File: src/rtl/nibbler_datapath_if.sv
// nibbler_datapath_if
//   Bundles the fetch, accumulator and ALU signals of the nibbler datapath.
//   master : the sequencer/controller side (drives enables, program byte, ALU controls)
//   slave  : the datapath side (returns fetched nibbles, accumulator and ALU results)
// Signals:
//   fetch_en  - fetch register load enable
//   prog_byte - program byte from program ROM
//   instr     - registered opcode nibble
//   operand   - registered operand nibble
//   load_a    - accumulator load enable
//   alu_op    - ALU operation select
//   b_in      - ALU B operand
//   acc       - accumulator value (ALU A operand)
//   alu_out   - combinational ALU result
//   carry     - combinational ALU carry
//   zero      - combinational ALU zero flag
interface nibbler_datapath_if;
   logic       fetch_en;
   logic [7:0] prog_byte;
   logic [3:0] instr;
   logic [3:0] operand;
   logic       load_a;
   logic [2:0] alu_op;
   logic [3:0] b_in;
   logic [3:0] acc;
   logic [3:0] alu_out;
   logic       carry;
   logic       zero;

   modport master (
      output fetch_en, prog_byte, load_a, alu_op, b_in,
      input  instr, operand, acc, alu_out, carry, zero
   );

   modport slave (
      input  fetch_en, prog_byte, load_a, alu_op, b_in,
      output instr, operand, acc, alu_out, carry, zero
   );
endinterface

File: src/rtl/nibbler_datapath.sv
// nibbler_datapath
//   4-bit datapath: an 8-bit fetch register split into opcode/operand nibbles, a 4-bit
//   accumulator and a purely combinational ALU whose A operand is the accumulator.
// Ports:
//   clk   - system clock, all state updates on the rising edge
//   reset - asynchronous active-high reset of all registers
//   bus   - nibbler_datapath_if.slave (fetch/accumulator controls in, nibbles/ALU results out)
module nibbler_datapath (
   input logic                clk,
   input logic                reset,
   nibbler_datapath_if.slave  bus
);

   localparam logic [2:0] OpPassA = 3'b000;
   localparam logic [2:0] OpSub   = 3'b001;
   localparam logic [2:0] OpPassB = 3'b010;
   localparam logic [2:0] OpAdd   = 3'b011;
   localparam logic [2:0] OpNand  = 3'b100;

   logic [3:0] r_instr;
   logic [3:0] r_operand;
   logic [3:0] r_acc;

   logic [4:0] w_sum;
   logic [4:0] w_diff;
   logic [3:0] w_alu_out;
   logic       w_carry;

   // Fetch register: captures the whole program byte when fetch_en is high.
   always_ff @(posedge clk or posedge reset) begin
      if (reset) begin
         r_instr   <= 4'b0000;
         r_operand <= 4'b0000;
      end else if (bus.fetch_en) begin
         r_instr   <= bus.prog_byte[7:4];
         r_operand <= bus.prog_byte[3:0];
      end
   end

   // Accumulator: loads the ALU result computed from the pre-edge accumulator.
   always_ff @(posedge clk or posedge reset) begin
      if (reset) begin
         r_acc <= 4'b0000;
      end else if (bus.load_a) begin
         r_acc <= w_alu_out;
      end
   end

   // Subtract is acc + ~b + 1, so bit 4 is the "no borrow" flag (acc >= b).
   assign w_sum  = {1'b0, r_acc} + {1'b0, bus.b_in};
   assign w_diff = {1'b0, r_acc} + {1'b0, ~bus.b_in} + 5'd1;

   always_comb begin
      w_alu_out = 4'b0000;
      w_carry   = 1'b0;
      case (bus.alu_op)
         OpPassA: w_alu_out = r_acc;
         OpSub: begin
            w_alu_out = w_diff[3:0];
            w_carry   = w_diff[4];
         end
         OpPassB: w_alu_out = bus.b_in;
         OpAdd: begin
            w_alu_out = w_sum[3:0];
            w_carry   = w_sum[4];
         end
         OpNand:  w_alu_out = ~(r_acc & bus.b_in);
         default: begin
            w_alu_out = 4'b0000;
            w_carry   = 1'b0;
         end
      endcase
   end

   assign bus.instr   = r_instr;
   assign bus.operand = r_operand;
   assign bus.acc     = r_acc;
   assign bus.alu_out = w_alu_out;
   assign bus.carry   = w_carry;
   assign bus.zero    = (w_alu_out == 4'b0000);

endmodule

File: src/flat_wrapper.sv
// flat-port wrapper written by rule: the top's interface ports become plain ports
module nibbler_datapath_flat 
  (clk, reset, bus_fetch_en, bus_prog_byte, bus_load_a, bus_alu_op, bus_b_in, bus_instr, bus_operand, bus_acc, bus_alu_out, bus_carry, bus_zero);
  nibbler_datapath_if bus_i ();
  input logic clk;
  input logic reset;
  input wire logic [$bits(bus_i.fetch_en)-1:0] bus_fetch_en;
  input wire logic [$bits(bus_i.prog_byte)-1:0] bus_prog_byte;
  input wire logic [$bits(bus_i.load_a)-1:0] bus_load_a;
  input wire logic [$bits(bus_i.alu_op)-1:0] bus_alu_op;
  input wire logic [$bits(bus_i.b_in)-1:0] bus_b_in;
  output wire logic [$bits(bus_i.instr)-1:0] bus_instr;
  output wire logic [$bits(bus_i.operand)-1:0] bus_operand;
  output wire logic [$bits(bus_i.acc)-1:0] bus_acc;
  output wire logic [$bits(bus_i.alu_out)-1:0] bus_alu_out;
  output wire logic [$bits(bus_i.carry)-1:0] bus_carry;
  output wire logic [$bits(bus_i.zero)-1:0] bus_zero;
  assign bus_i.fetch_en = bus_fetch_en;
  assign bus_i.prog_byte = bus_prog_byte;
  assign bus_i.load_a = bus_load_a;
  assign bus_i.alu_op = bus_alu_op;
  assign bus_i.b_in = bus_b_in;
  assign bus_instr = bus_i.instr;
  assign bus_operand = bus_i.operand;
  assign bus_acc = bus_i.acc;
  assign bus_alu_out = bus_i.alu_out;
  assign bus_carry = bus_i.carry;
  assign bus_zero = bus_i.zero;
  nibbler_datapath u_core (.clk(clk), .reset(reset), .bus(bus_i));
endmodule
File: config.mk
export PLATFORM = sky130hd
export DESIGN_NAME = nibbler_datapath_flat
export DESIGN_NICKNAME = d
export VERILOG_FILES = /design/src/rtl/nibbler_datapath_if.sv /design/src/rtl/nibbler_datapath.sv /design/src/flat_wrapper.sv
export SDC_FILE = /design/constraint.sdc
export NUM_CORES = 1
export LEC_CHECK = 0
export BUFFER_PORTS_ARGS = -buffer_cell sky130_fd_sc_hd__buf_2
export CORE_MARGIN = 5
export CORE_UTILIZATION = 30
export DETAILED_ROUTE_END_ITERATION = 6
export PLACE_DENSITY = 0.56
export SYNTH_ARGS = -nofsm -noshare
export SYNTH_HDL_FRONTEND = slang
export SYNTH_SLANG_ARGS = --single-unit
File: constraint.sdc
create_clock -name clk -period 2.5 [get_ports clk]
set_clock_uncertainty 0.05 [all_clocks]
set_input_delay 0.25 -clock clk [delete_from_list [all_inputs] [get_ports clk]]
set_output_delay 0.25 -clock clk [all_outputs]
set_load 0.01 [all_outputs]
; ---- Yosys cells after proc, flatten, opt, wreduce, memory -nomap -nowiden
; Cells that the tools add are included.
; Widths: inputs -> output; s select.
[word_totals]
reg_bits = 12
in_bits = 19
output_inout_bits = 18
elab_cells = 17
[op_classes]
addsub = 3
n_eq_ne = 4
muxes = 2
n_bitwise = 3
reduce_logical = 2
[op_table]
columns = operator, count
row1 = $pmux 4 s5, 1
row2 = $add 4x4->5, 2
row3 = $not 4->4, 2
row4 = $eq 3x2->1 const B, 2
row5 = $add 5x1->5 const B, 1
row6 = $and 4x4->4, 1
row7 = $logic_not 4->1, 1
row8 = $eq 3x1->1 const B, 1
row9 = $eq 3x3->1 const B, 1
row10 = $logic_not 3->1, 1
row11 = $pmux 1 s2, 1

; ---- Depth between registers and ports, before layout
; Gate-level depths: netlist of run 1.
[logic_depth]
word_depth = 5
mapped_depth = 8

; ---- Worst setup path after synthesis of run 1
; Ideal clock, no wire load.
[synth_path]
kind = register -> output
from = reg u_core.r_acc[0] (netlist: u_core.bus.acc[0])
to = out bus_zero
arrival_ns = 2.059
required_time_ns = 2.200
path_slack_ns = 0.141
path_stages_with_launch = 8
path_buffers = 0
path_cell_list = dfrtp_1 -> inv_1 -> ha_1 -> fa_1 -> a2111oi_0 -> a31oi_1 -> o21ai_0 -> nor4_1
[synth_via]
elab_chain_cells = 4
[synth_lines]
columns = item, line_no
row1 = start: declaration, nibbler_datapath.sv:22  ; logic [3:0] r_acc;
row2 = start signal: assignment, nibbler_datapath.sv:45  ; r_acc <= w_alu_out;
row3 = $add 4x4->5, nibbler_datapath.sv:51  ; assign w_diff = {1'b0, r_acc} + {1'b0, ~bus.b_in} + 5'd1;
row4 = $add 5x1->5, nibbler_datapath.sv:51
row5 = $pmux 4 s5 (*), nibbler_datapath.sv:56  ; case (bus.alu_op)
row6 = named net bus_alu_out[1], flat_wrapper.sv:15  ; output wire logic [$bits(bus_i.alu_out)-1:0] bus_alu_out;
row7 = $logic_not 4->1 (*), nibbler_datapath.sv:80  ; assign bus.zero = (w_alu_out == 4'b0000);
row8 = end: declaration, flat_wrapper.sv:17  ; output wire logic [$bits(bus_i.zero)-1:0] bus_zero;
; The timed path passes the listed nets; every way through them passes the cells marked *.

; ---- Final worst setup path of run 1
[layout_path]
from = reg u_core.r_acc[0] (netlist: u_core.bus.acc[0])
to = out bus_zero
[layout_via]
elab_chain_cells = 4
[layout_lines]
columns = item, line_no
row1 = $add 4x4->5 or $and 4x4->4 (tied branches), "nibbler_datapath.sv:51, nibbler_datapath.sv:67"
row2 = $add 5x1->5 or $not 4->4 (tied branches), "nibbler_datapath.sv:51, nibbler_datapath.sv:67"
row3 = $pmux 4 s5 (*), nibbler_datapath.sv:56
row4 = $logic_not 4->1 (*), nibbler_datapath.sv:80
; Mark *: on every way between the ends. The rest lies on a longest branch, timed or not.

==> impl_metrics.toml, run 1 <==
[layout]
mostFrequentLayoutCell = "buf_2"
area_delta_synth_final_pct = 39.6
final_cell_mix = "36 x buf_2, 11 x mux2_2, 11 x dfrtp_1, 9 x nor2_1, 8 x inv_1"
postLayoutCoreUtil_pct = 42.6
fillers = 295
final_nets = 161
drive_above_1_share_pct = 56.2
antennaDiodeCount = 0

[critical_path]
critical-path-top-delay-family = "adder cells"
r2r_start = "u_core.bus.acc[0]$_DFFE_PP0P_"
cp.arrival_ns = 2.25
worstPathBufferInverterCount = 2
cp.required_ns = 2.20
slowest_delay_ns = 0.43
ff2ff_path_depth = 8
crit_end = "bus_zero"
end_kind = "output pin"
crit_chain = "ha_4, inv_1, fa_1, nand2_1, o21ai_2, xnor2_1, o22ai_2, nor4_1, buf_2"
start_kind = "flip-flop"
crit_fanout = 3
worstReg2RegEnd = "u_core.bus.acc[1]$_DFFE_PP0P_"
cp_slowest_cell = "dfrtp_1"
worstSetupPathType = "reg2out"
r2r_slack_ns = 0.38
crit_cells = 9
crit_path_start = "u_core.bus.acc[0]$_DFFE_PP0P_"

[yosys]
synth-seq-cells = 12
yosysSeqAreaShare_pct = 33.0
synthCells = 87
syn_area_per_cell_um2 = 10.5
netlist_area_um2 = 910
syn_nets = 116
ys_types = 31
yosys_warnings = 0

[power_and_ir_drop]
seqPwrFrac_pct = 34.7
power.switching_uw = 262
leakagePower_uw = 0.000612
p_comb_share_pct = 49.9
p_int_uw = 455
p_sw_share_pct = 36.6
irDropWorstVdd_mv = 0.277
clockPowerShare_pct = 15.4
power_density_nw_per_um2 = 564
total_power_uw = 717

[timing]
hold_viol_final = 0
whs_ns = 0.169
finalWorstSetupSlack_ns = -0.0470
finalSetupViolCount = 1
min_period_ns = 2.55
slew_violations = 0
worst_slew_pin_slew_ns = 0.471
post-route-period-util_pct = 102
rsz0062_at_grt = "true"
max_freq_mhz = 393
slew_headroom_pct = 68.5

[floorplanning]
design.core.area_um2 = 2980
io_pins = 37
die_y_um = 65.1
rows = 20
start_util_pct = 30.5
die_x_um = 65.1
die-area_um2 = 4230

[placement]
place.gp.congestion = 0.819
dp_hpwl_mm = 1.84
port_buffers = 36

[run]
max_cap_violations = 0

[grt]
antenna_found_initial = 0
grt_use_total_pct = 12.4
grt_max_degree = 13
overflow = 0
grt_pass1_vias = 900
grt_pass1_wl_mm = 4.16

[drt]
vias = 822
drc = 0
ant_nets = 0
via_per_inst = 5.04
drt_wl_total_mm = 2.45
firstDrtPassIters = 4
wl_per_cell_um = 15.0
drt_iter0_markers = 61

[cts]
clock_path_buffers = 2
cts.reportedPaths.clkPinSlew_ns = 0.07
numCtsBuffers = 3
cts_tree = "built"
clk_latency_ns = 0.26
cts.sink_count = 12
cts_root_buf = "clkbuf_4"
h-tree-depth = 1

[run_status]
violations = "negative setup slack"
status = "finished, violations left"

[worst_hold_path]
worstHoldStart = "bus_prog_byte[4]"
min_path_type = "in2reg"
==> area by class of cell <==
type | count | area [um2] | area share [%]
multi-input cells | 61 | 622 | 49.0
flip-flops and latches | 12 | 302 | 23.7
repair buffers | 44 | 243 | 19.1
well taps | 33 | 41.3 | 3.25
inverters | 10 | 40.0 | 3.15
clock buffers | 3 | 22.5 | 1.77
==> registers in the layout, summed over array words and instances, names as in the netlist <==
signal,count
u_core.bus.operand,4
u_core.bus.instr,4
u_core.bus.acc,4
==> cells in the mapped netlist <==
library cell | count | area share (%)
clkbuf_2 | 1 | 0.55
fa_1 | 2 | 4.4
a211oi_1 | 1 | 0.83
clkbuf_1 | 1 | 0.41
mux2_2 | 11 | 14
xnor2_1 | 1 | 0.96
o2bb2ai_1 | 1 | 0.96
nand2_1 | 3 | 1.2
o211a_1 | 1 | 1.1
o31a_1 | 1 | 0.96
o22ai_1 | 2 | 1.4
a2111oi_0 | 1 | 0.96
buf_6 | 1 | 1.2
nor4_1 | 2 | 1.4
dfrtp_1 | 12 | 33
nor2_1 | 9 | 3.7
inv_1 | 9 | 3.7
o31a_2 | 1 | 1.1
a31oi_1 | 2 | 1.4
a2111oi_4 | 1 | 3.0
inv_4 | 1 | 0.69
a21oi_1 | 1 | 0.55
o21ai_0 | 4 | 2.2
o32ai_2 | 1 | 1.8
buf_2 | 1 | 0.55
mux2i_1 | 1 | 1.1
mux2_4 | 1 | 1.7
nand2b_1 | 1 | 0.69
ha_1 | 8 | 11
a22oi_1 | 3 | 2.5
nor2b_1 | 2 | 1.4
==> per-layer routing <==
layer  wire length (um)  vias to the layer above  GRT usage (%)  share of wire (%)
met5                  0                        -              0                  0
met4                  0                        0           3.11                  0
met3                136                        0           2.25                5.5
met2               1300                       32           22.9                 53
met1               1010                      390           14.6                 41
li1                   -                      400              -                  -
==> how the worst min path moves through the flow <==
stage	slack, ns	cells past startpoint	endpoint
finish	0.17	2	u_core.bus.instr[0]$_DFFE_PP0P_
global route	0.15	2	u_core.bus.operand[2]$_DFFE_PP0P_
CTS	0.16	2	u_core.bus.operand[2]$_DFFE_PP0P_
detailed placement	0.24	2	u_core.bus.instr[1]$_DFFE_PP0P_
global placement	0.23	2	u_core.bus.instr[1]$_DFFE_PP0P_
floorplan	0.06	1	u_core.bus.acc[0]$_DFFE_PP0P_
==> repair_timing <==
| action | in CTS | in global routing |
|---|---|---|
| pin swaps | 7 | 6 |
| gates cloned | 0 | 0 |
| gates resized for setup | 13 | 4 |
| endpoints found under the hold margin | 12 | 0 |
| buffers inserted | 5 | 2 |
| endpoints found under the setup margin | 3 | 3 |
| hold buffers | 1 | 0 |
==> power by group through the flow <==
stage                     Sequential [uW]  Clock, uW  Combinational [uW]
final                                 249        110                 358
after global routing                  253        126                 395
after CTS                             248        120                 333
after detailed placement              250          0                 285
after global placement                249          0                 285
after floorplan                       258          0                 179
==> logic make-up after synthesis <==
family                     Yosys count  synth area share [%]
and+or+nand+nor                     17                  8.39
buffers and inverters               14                  7.15
DFF                                 12                  33.0
muxes                               13                  16.4
adders and majority gates           10                  15.4
AOI/OAI and AO/OA                   20                  18.7
xor gates and xnor gates             1                 0.963
==> metrics by stage <==
stage          setup TNS (ns)  area, um2  setup WS (ns)  instances
4_1_cts                     0       1230       0.000942        161
3_3_place_gp                0       1110          0.148        152
6_report              -0.0470       1270        -0.0470        163
5_1_grt                -0.214       1270         -0.151        163
3_5_place_dp                0       1110          0.150        152
2_1_floorplan               0        910          0.141         87
(Power assumes the default switching activity.)
==> run 2, diff against run 1 <==
--- a/config.mk
+++ b/config.mk
@@ -5,11 +5,11 @@
 export SDC_FILE = /design/constraint.sdc
 export NUM_CORES = 1
 export LEC_CHECK = 0
+export ABC_CLOCK_PERIOD_IN_PS = 2300
 export BUFFER_PORTS_ARGS = -buffer_cell sky130_fd_sc_hd__buf_2
-export CORE_MARGIN = 5
 export CORE_UTILIZATION = 30
 export DETAILED_ROUTE_END_ITERATION = 6
-export PLACE_DENSITY = 0.56
+export PLACE_DENSITY = 0.58
 export SYNTH_ARGS = -nofsm -noshare
 export SYNTH_HDL_FRONTEND = slang
 export SYNTH_SLANG_ARGS = --single-unit
==> constraint.sdc (replaced) <==
create_clock -name clk -period 2.3 [get_ports clk]
set_clock_uncertainty 0.05 [all_clocks]
set_input_delay 0.23 -clock clk [delete_from_list [all_inputs] [get_ports clk]]
set_output_delay 0.23 -clock clk [all_outputs]
set_load 0.01 [all_outputs]
==> run 2 against run 1 <==
Critical endpoint unchanged. Global-route usage rose by 2.4 points. Clock power increased by 53%. Combinational power rose by 27%. Largest cell class unchanged. Highest routed layer is now met4. Cell count rose by 1.8%. Power grew 24%. Setup slack lost 0.16 ns. Critical path depth is 2 lower. Sequential power increased by 8%. Register-to-register slack worse by 0.29 ns. The run ends with design-rule violations, negative setup slack left. Count of clock-buffer cells in the layout increased by 1.
==> impl_metrics.toml, run 2 (synthesized netlist as in run 1, its figures left out) <==
[timing]
slew_headroom_pct = 68.7
min_period_ns = 2.51
slew_violations = 0
post-route-period-util_pct = 109
rsz0062_at_grt = "true"
worst_slew_pin_slew_ns = 0.468
finalSetupViolCount = 3
finalWorstSetupSlack_ns = -0.207
max_freq_mhz = 399
hold_viol_final = 0

[layout]
area_delta_synth_final_pct = 51.9
postLayoutCoreUtil_pct = 49.2
drive_above_1_share_pct = 63.0
mostFrequentLayoutCell = "buf_2"
antennaDiodeCount = 0
final_nets = 165
fillers = 277
final_cell_mix = "34 x buf_2, 12 x dfrtp_1, 11 x mux2_2, 10 x buf_4, 9 x nor2_1"
ff_latch_area_um2 = 300
multi_input_area_um2 = 674

[cts]
h-tree-depth = 1
numCtsBuffers = 3
cts.reportedPaths.clkPinSlew_ns = 0.08
cts_tree = "built"
cts.sink_count = 12
clock_path_buffers = 2
cts_root_buf = "clkbuf_4"
clk_latency_ns = 0.27

[placement]
dp_slack_ns = -0.0297
place.gp.congestion = 0.808
port_buffers = 36
dp_hpwl_mm = 1.68

[critical_path]
crit_chain = "ha_4, nor2b_1, o211a_1, o31a_1, o32ai_4, nor4_2, buf_2"
crit_path_start = "u_core.bus.acc[1]$_DFFE_PP0P_"
r2r_start = "u_core.bus.acc[1]$_DFFE_PP0P_"
crit_fanout = 3
worstSetupPathType = "reg2out"
start_kind = "flip-flop"
cp.arrival_ns = 2.23
critical-path-top-delay-family = "compound AO/OA/AOI/OAI gates"
slowest_delay_ns = 0.43
cp_slowest_cell = "dfrtp_1"
worstPathBufferInverterCount = 1
end_kind = "output pin"
cp.required_ns = 2.02

[floorplanning]
design.core.area_um2 = 2810
die-area_um2 = 3260
start_util_pct = 32.4
io_pins = 37
die_x_um = 57.1
die_y_um = 57.1
rows = 19

[power_and_ir_drop]
p_sw_share_pct = 35.9
power.switching_uw = 319
power_density_nw_per_um2 = 643
irDropWorstVdd_mv = 0.323
p_comb_share_pct = 51.0
clockPowerShare_pct = 18.9
p_int_uw = 569
seqPwrFrac_pct = 30.1
leakagePower_uw = 0.000649

[drt]
ant_nets = 0
vias = 860
drt_wl_total_mm = 2.31
drc = 2
via_per_inst = 5.18
firstDrtPassIters = 6
drt_iter0_markers = 21
wl_per_cell_um = 13.9

[grt]
overflow = 0
grt_pass1_vias = 842
grt_max_degree = 13
grt_use_total_pct = 14.7
grt_pass1_wl_mm = 3.83
antenna_found_initial = 0

[run]
max_cap_violations = 0

[run_status]
violations = "design-rule violations, negative setup slack"
status = "finished, violations left"

[worst_hold_path]
worstHoldStart = "bus_prog_byte[5]"
min_path_type = "in2reg"
run 2: changes by cell type in the layout (fill, tap and decap cells not counted), sizes merged:
cell	change
buf	+4
clkbuf	+1
run 2: through the flow:
step / cell area (um2) / hold slack, ns / cells / setup TNS [ns] / total power (uW)
2_1_floorplan: 916 / 0.0447 / 87 / 0 / 479
3_3_place_gp: 1150 / 0.201 / 156 / 0 / 598
3_5_place_dp: 1150 / 0.215 / 156 / -0.0438 / 602
4_1_cts: 1360 / 0.126 / 164 / -0.351 / 874
5_1_grt: 1380 / 0.128 / 166 / -0.804 / 945
6_report: 1380 / 0.138 / 166 / -0.477 / 888
run 2: what timing repair did:
item / CTS / global route
hold buffers: 1 / 0
gates cloned: 0 / 0
pin swaps: 9 / 5
hold endpoints to repair: 12 / 0
setup endpoints to repair: 4 / 5
setup buffers: 3 / 2
resized for setup: 26 / 3
run 2: path summary, 6_finish.rpt:
check / to / slack, ns / cells past startpoint
min: u_core.bus.instr[1]$_DFFE_PP0P_ / 0.14 / 2
max in group asynchronous: u_core.bus.instr[2]$_DFFE_PP0P_ / 1.42 / 3
min reg2reg: u_core.bus.instr[1]$_DFFE_PP0P_ / 0.46 / 1
max reg2reg: u_core.bus.acc[3]$_DFFE_PP0P_ / 0.09 / 8
max: bus_zero / -0.21 / 7
min in group asynchronous: u_core.bus.acc[1]$_DFFE_PP0P_ / 0.46 / 3
run 2: layout make-up:
| class | count | area share [%] |
|---|---|---|
| clock buffer | 4 | 2.63 |
| inverter | 10 | 3.08 |
| multi-input combinational | 61 | 48.8 |
| sequential | 12 | 21.7 |
| tap | 31 | 2.81 |
| timing repair buffer | 48 | 20.9 |
run 2: power by group through the flow:
stage          clock, uW  sequential (uW)  combinational, uW
2_1_floorplan          0              281                198
3_3_place_gp           0              268                331
3_5_place_dp           0              268                335
4_1_cts              173              268                432
5_1_grt              180              272                492
6_report             168              268                453
run 2: worst reg2reg max path: stages, from the launching register on:
cell     delay [ns]
dfrtp_1        0.43
ha_4           0.26
nor2b_1        0.12
o211a_1        0.27
o31a_1         0.36
o32ai_4        0.27
buf_4          0.16
buf_4          0.09
mux2_4         0.13
run 2: metal layers:
layer  track usage, %  part of all wire (%)  wire, um  vias to the layer above
met3             2.49                   5.9       136                        4
met1             18.6                    40       921                      413
met5                0                     0         0                        -
met4             5.57                   1.5        35                        0
li1                 -                     -         -                      407
met2             25.2                    53      1220                       36
